--- config.mk ---
export PLATFORM = sky130hd
export DESIGN_NAME = mash_acc_chain
export DESIGN_NICKNAME = d
export VERILOG_FILES = /design/src/rtl/mash_acc_chain.sv
export SDC_FILE = /design/constraint.sdc
export NUM_CORES = 1
export LEC_CHECK = 0
export BUFFER_PORTS_ARGS = -buffer_cell sky130_fd_sc_hd__buf_4
export CAP_MARGIN = 0
export CORE_ASPECT_RATIO = 1.75
export CORE_MARGIN = 10
export CORE_UTILIZATION = 62
export CTS_BUF_LIST = sky130_fd_sc_hd__clkbuf_16
export CTS_CLUSTER_SIZE = 8
export DETAILED_ROUTE_END_ITERATION = 8
export GPL_TIMING_DRIVEN = 0
export HOLD_SLACK_MARGIN = 0.1
export PLACE_DENSITY_LB_ADDON = 0.3
export SLEW_MARGIN = 20
export SYNTH_ARGS = -nofsm -noshare
export SYNTH_HDL_FRONTEND = slang
export SYNTH_SLANG_ARGS = --single-unit
--- constraint.sdc ---
create_clock -name i_clk -period 3.55 [get_ports i_clk]
set_input_delay 0.355 -clock i_clk [delete_from_list [all_inputs] [get_ports i_clk]]
set_output_delay 0.355 -clock i_clk [all_outputs]
set_load 0.01 [all_outputs]
--- src/rtl/mash_acc_chain.sv ---
// mash_acc_chain: three cascaded first-order accumulators forming the core of a
// MASH 1-1-1 sigma-delta modulator. Carries from each stage are registered
// and presented on o_quantize1..3 for an external noise-cancellation network.
// The fractional word is loaded through a one-deep valid/ready buffer. The
// buffered word only becomes active on an enabled edge, so a new word never
// lands in the middle of an edge's arithmetic.
// Optional feature: define MASH_DITHER_EN to add a 16-bit LFSR whose bit 0 is
// injected as the stage-1 carry-in (dither). When the macro is undefined, no
// LFSR logic is built and the carry-in is tied to 0.
module mash_acc_chain #(
    parameter int P_ACC_WIDTH = 16
) (
    input  logic                   i_clk,
    input  logic                   i_rst_n,
    input  logic                   i_en,
    input  logic                   i_clr,
    input  logic [P_ACC_WIDTH-1:0] i_frac,
    input  logic                   i_frac_valid,
    output logic                   o_frac_ready,
    output logic                   o_quantize1,
    output logic                   o_quantize2,
    output logic                   o_quantize3
);

    // Sums carry one extra bit so the stage carry falls out as the MSB.
    localparam int SW = P_ACC_WIDTH + 1;

    logic [P_ACC_WIDTH-1:0] frac_act_q;
    logic [P_ACC_WIDTH-1:0] frac_pend_q;
    logic                   pend_full_q;

    logic [P_ACC_WIDTH-1:0] acc_q [3];
    logic [SW-1:0]          sum   [3];
    logic [2:0]             quant_q;
    logic                   dither;

    // The buffer is either empty (it can accept) or full (it waits for an enabled edge).
    assign o_frac_ready = ~pend_full_q;

    assign o_quantize1 = quant_q[0];
    assign o_quantize2 = quant_q[1];
    assign o_quantize3 = quant_q[2];

`ifdef MASH_DITHER_EN
    logic [15:0] lfsr_q;
    logic [15:0] lfsr_d;

    // Fibonacci form of x^16+x^14+x^13+x^11+1, shifting towards bit 0.
    assign lfsr_d = {lfsr_q[0] ^ lfsr_q[2] ^ lfsr_q[3] ^ lfsr_q[5], lfsr_q[15:1]};
    assign dither = lfsr_q[0];

    // The LFSR advances together with the accumulators and is reseeded by clear.
    always_ff @(posedge i_clk or negedge i_rst_n) begin
        if (!i_rst_n) begin
            lfsr_q <= 16'hACE1;
        end else if (i_clr) begin
            lfsr_q <= 16'hACE1;
        end else if (i_en) begin
            lfsr_q <= lfsr_d;
        end
    end
`else
    assign dither = 1'b0;
`endif

    // Stage 0 adds the active word plus dither. Each later stage integrates the
    // residue that the stage before it held prior to this edge.
    for (genvar gi = 0; gi < 3; gi++) begin : g_stage
        logic [SW-1:0] addend;
        if (gi == 0) begin : g_first
            assign addend = SW'(frac_act_q) + SW'(dither);
        end else begin : g_cascade
            assign addend = SW'(acc_q[gi-1]);
        end
        assign sum[gi] = SW'(acc_q[gi]) + addend;
    end

    // The buffer is never filled and drained on the same edge. Clear leaves the buffer alone.
    always_ff @(posedge i_clk or negedge i_rst_n) begin
        if (!i_rst_n) begin
            frac_act_q  <= '0;
            frac_pend_q <= '0;
            pend_full_q <= 1'b0;
        end else if (i_frac_valid && !pend_full_q) begin
            frac_pend_q <= i_frac;
            pend_full_q <= 1'b1;
        end else if (i_en && pend_full_q) begin
            frac_act_q  <= frac_pend_q;
            pend_full_q <= 1'b0;
        end
    end

    // Accumulator chain: clear has priority, enable integrates, and an idle edge holds the residue with zero carries.
    always_ff @(posedge i_clk or negedge i_rst_n) begin
        if (!i_rst_n) begin
            for (int i = 0; i < 3; i++) begin
                acc_q[i] <= '0;
            end
            quant_q <= '0;
        end else if (i_clr) begin
            for (int i = 0; i < 3; i++) begin
                acc_q[i] <= '0;
            end
            quant_q <= '0;
        end else if (i_en) begin
            for (int i = 0; i < 3; i++) begin
                acc_q[i]   <= sum[i][P_ACC_WIDTH-1:0];
                quant_q[i] <= sum[i][P_ACC_WIDTH];
            end
        end else begin
            quant_q <= '0;
        end
    end

endmodule

==> impl_metrics.py <==
metrics = {
    "run_status": {
        "status": "completed",
    },
    "placement": {
        "pre_cts_slack_ns": 0.520,
        "io_buffer_count": 24,
        "dpl.hpwl_mm": 10.1,
        "gp_congestion": 0.981,
    },
    "clocking": {
        "worst_skew_pair.late_latency_ns": 0.34,
        "h-tree-depth": 3,
        "clockRootBuffer": "clkbuf_16",
        "hold_buffers": 0,
        "clk_path_buf_depth": 2,
        "cts.reportedPaths.clkPinSlew_ns": 0.06,
        "cts.sinks": 84,
        "cts-resized-gates": 0,
        "post-cts-setup-buffer-count": 0,
        "cts_tree": "built",
        "numCtsBuffers": 9,
    },
    "drt": {
        "drc_errors": 0,
        "drt_first_pass_iters": 5,
        "wl_per_cell_um": 18.7,
        "met2_length_mm": 7.14,
        "wl_mm": 13.6,
        "avgViaCountPerCell": 6.56,
        "wl_met3_um": 632,
        "dr.max_layer_used": "met4",
        "drt_iter0_drc": 482,
        "drt-met1-wl_mm": 5.09,
        "vias": 4798,
        "drtAntennaViolNets": 0,
    },
    "critical_path": {
        "reg2regPathDepth": 9,
        "critPathKind": "reg2reg",
        "start_kind": "flop",
        "worstPathRequired_ns": 3.78,
        "cp_data_arrival_time_ns": 3.36,
        "crit_fanout": 3,
        "reg2reg_from": "acc_q[32]",
        "end_kind": "flop",
        "rr_endpoint": "acc_q[46]",
        "worst-r2r-setup-slack_ns": 0.42,
    },
    "synth": {
        "yosysWarnings": 0,
        "synth.most_common_cell": "dfrtp_1",
        "synth_area_mm2": 0.00551,
        "synth_seq_cells": 84,
        "ys_types": 57,
        "synth_edf_count": 0,
        "syn_area_per_cell_um2": 9.60,
        "synth_top_cell_area_share_pct": 38.1,
        "async_flop_share_pct": 100,
        "synth_area_leaders": "dfrtp_1, ha_1, mux2_2",
        "ys.flop_type": "dfrtp_1",
        "yosysTopAreaCell": "dfrtp_1",
        "synth_common_cells": "dfrtp_1, ha_1, nor2_1",
        "synth_nets": 646,
        "syn_inst": 574,
        "synth.yosys.seq_area_share_pct": 38.1,
    },
    "sta": {
        "fin_crit_ns": 3.13,
        "fin_tns_setup_ns": 0,
        "fmax_mhz": 320,
        "rsz0062_at_grt": "no",
        "tightest_slew_ns": 1.14,
        "layout_setup_ws_ns": 0.421,
        "slew_headroom_pct": 21.8,
        "finalCritPeriodShare_pct": 88.2,
        "finalHoldViolCount": 0,
        "finalSetupViolCount": 0,
        "maxSlewViolCount": 0,
        "worst_clock_skew_ns": 0.00508,
    },
    "die": {
        "die_w_um": 91.3,
        "initial_core_util_pct": 63.5,
        "core_area_mm2": 0.00867,
        "die_area_mm2": 0.0132,
        "rows": 45,
        "io_pins": 25,
        "die_h_um": 145,
    },
    "global_route": {
        "grt_max_degree": 85,
        "grt_usage_pct": 21.7,
        "grt-ovfl-total": 0,
        "grt_antenna_before_repair": 0,
        "grt_pass1_vias": 4943,
        "grt_pass1_wl_mm": 23.2,
    },
    "layout": {
        "area.growth.synth_to_final_pct": 12.2,
        "n_antenna_cell": 0,
        "nets": 681,
        "layout-drive-gt1-share_pct": 12.1,
    },
    "worst_hold_path": {
        "worstHoldPathType": "in2async",
    },
    "run": {
        "drv_cap": 0,
    },
    "power_and_ir_drop": {
        "powerDensity_mw_per_mm2": 728,
        "irDropWorstVdd_mv": 0.500,
        "p_leak_uw": 0.00292,
    },
}
-- report_power, final --
group	switching (uW)	total (uW)	internal, uW
logic	1150	2000	844
registers	215	1440	1220
clock network	382	1070	686
-- cell usage in the layout (no fill, tap or decap), drive strengths merged, types with 4 or more instances in the layout --
| master | netlist | final |
|---|---|---|
| dfrtp | 84 | 84 |
| ha | 48 | 48 |
| nor2 | 47 | 47 |
| a21oi | 46 | 46 |
| nand2 | 44 | 44 |
| o21ai | 32 | 32 |
| mux2 | 32 | 32 |
| buf | 4 | 28 |
| clkbuf | 19 | 28 |
| a21o | 21 | 21 |
| inv | 17 | 18 |
| a211oi | 15 | 15 |
| mux2i | 14 | 14 |
| nand3 | 13 | 13 |
| nor3 | 12 | 12 |
| o21a | 9 | 9 |
| o211ai | 9 | 9 |
| nor2b | 9 | 9 |
| and3 | 6 | 6 |
| a221o | 6 | 6 |
| xnor2 | 6 | 6 |
| nand3b | 5 | 5 |
| nor4 | 5 | 5 |
| or3 | 5 | 5 |
| xor2 | 5 | 5 |
| a31oi | 4 | 4 |
| a221oi | 4 | 4 |
| nand4 | 4 | 4 |
-- cell type report --
cell class | instances | area (um2)
fillers | 672 | 2490
clock inverters | 7 | 116
clock buffers | 9 | 225
plain buffers | 23 | 86.3
repair buffers | 24 | 184
multi-input cells | 450 | 3260
inverters | 17 | 63.8
well taps | 117 | 146
flip-flops and latches | 84 | 2100
-- cell families after synthesis --
kind of cell               share of synthesized area [%]
AOI/OAI and AO/OA                                   21.7
xor gates and xnor gates                            1.75
adders and majority gates                           12.0
buffers and inverters                               2.72
DFF                                                 38.1
muxes                                               9.08
and+or+nand+nor                                     14.6
-- per-layer routing --
layer | track usage, % | vias up
met3 | 3.82 | 61
met5 | 0 | -
li1 | - | 2234
met1 | 22.9 | 2322
met4 | 14.3 | 0
met2 | 38.9 | 181
-- critical path: stages (launching register included) --
cell and delay, ns:
dfrtp_1 0.39, ha_1 0.21, inv_1 0.06, fa_1 0.38, nor2b_1 0.16, o21a_1 0.17
o21ai_0 0.16, a2111oi_0 1.01, o31ai_1 0.18, a32o_1 0.30
-- stage by stage --
step | hold slack [ns] | std cells | util, % | instance area, um2 | power [uW]
final | 0.0542 | 731 | 71.3 | 6180 | 4500
after CTS | 0.234 | 731 | 71.3 | 6180 | 4470
after detailed placement | 0.483 | 715 | 67.3 | 5840 | 3370
after global placement | 0.471 | 715 | 67.3 | 5840 | 3260
after floorplan | 0.0594 | 574 | - | 5510 | 2900
after global routing | 0.116 | 731 | 71.3 | 6180 | 4810
-- flip-flops by register name (all words and copies together) (netlist names) --
register	flops
pend_full_q	1
acc_q	48
frac_act_q	16
quant_q	3
frac_pend_q	16
-- worst max-delay path by stage --
| stage | to | startpoint | slack, ns |
|---|---|---|---|
| final | acc_q[46] | acc_q[32] | 0.42 |
| after floorplan | acc_q[14] | acc_q[16] | 1.09 |
| after detailed placement | acc_q[46] | acc_q[32] | 0.52 |
| after CTS | acc_q[46] | acc_q[32] | 0.51 |
| after global placement | acc_q[46] | acc_q[32] | 0.63 |
| after global routing | acc_q[46] | acc_q[32] | 0.31 |
Power figures use the tool's default switching activity.
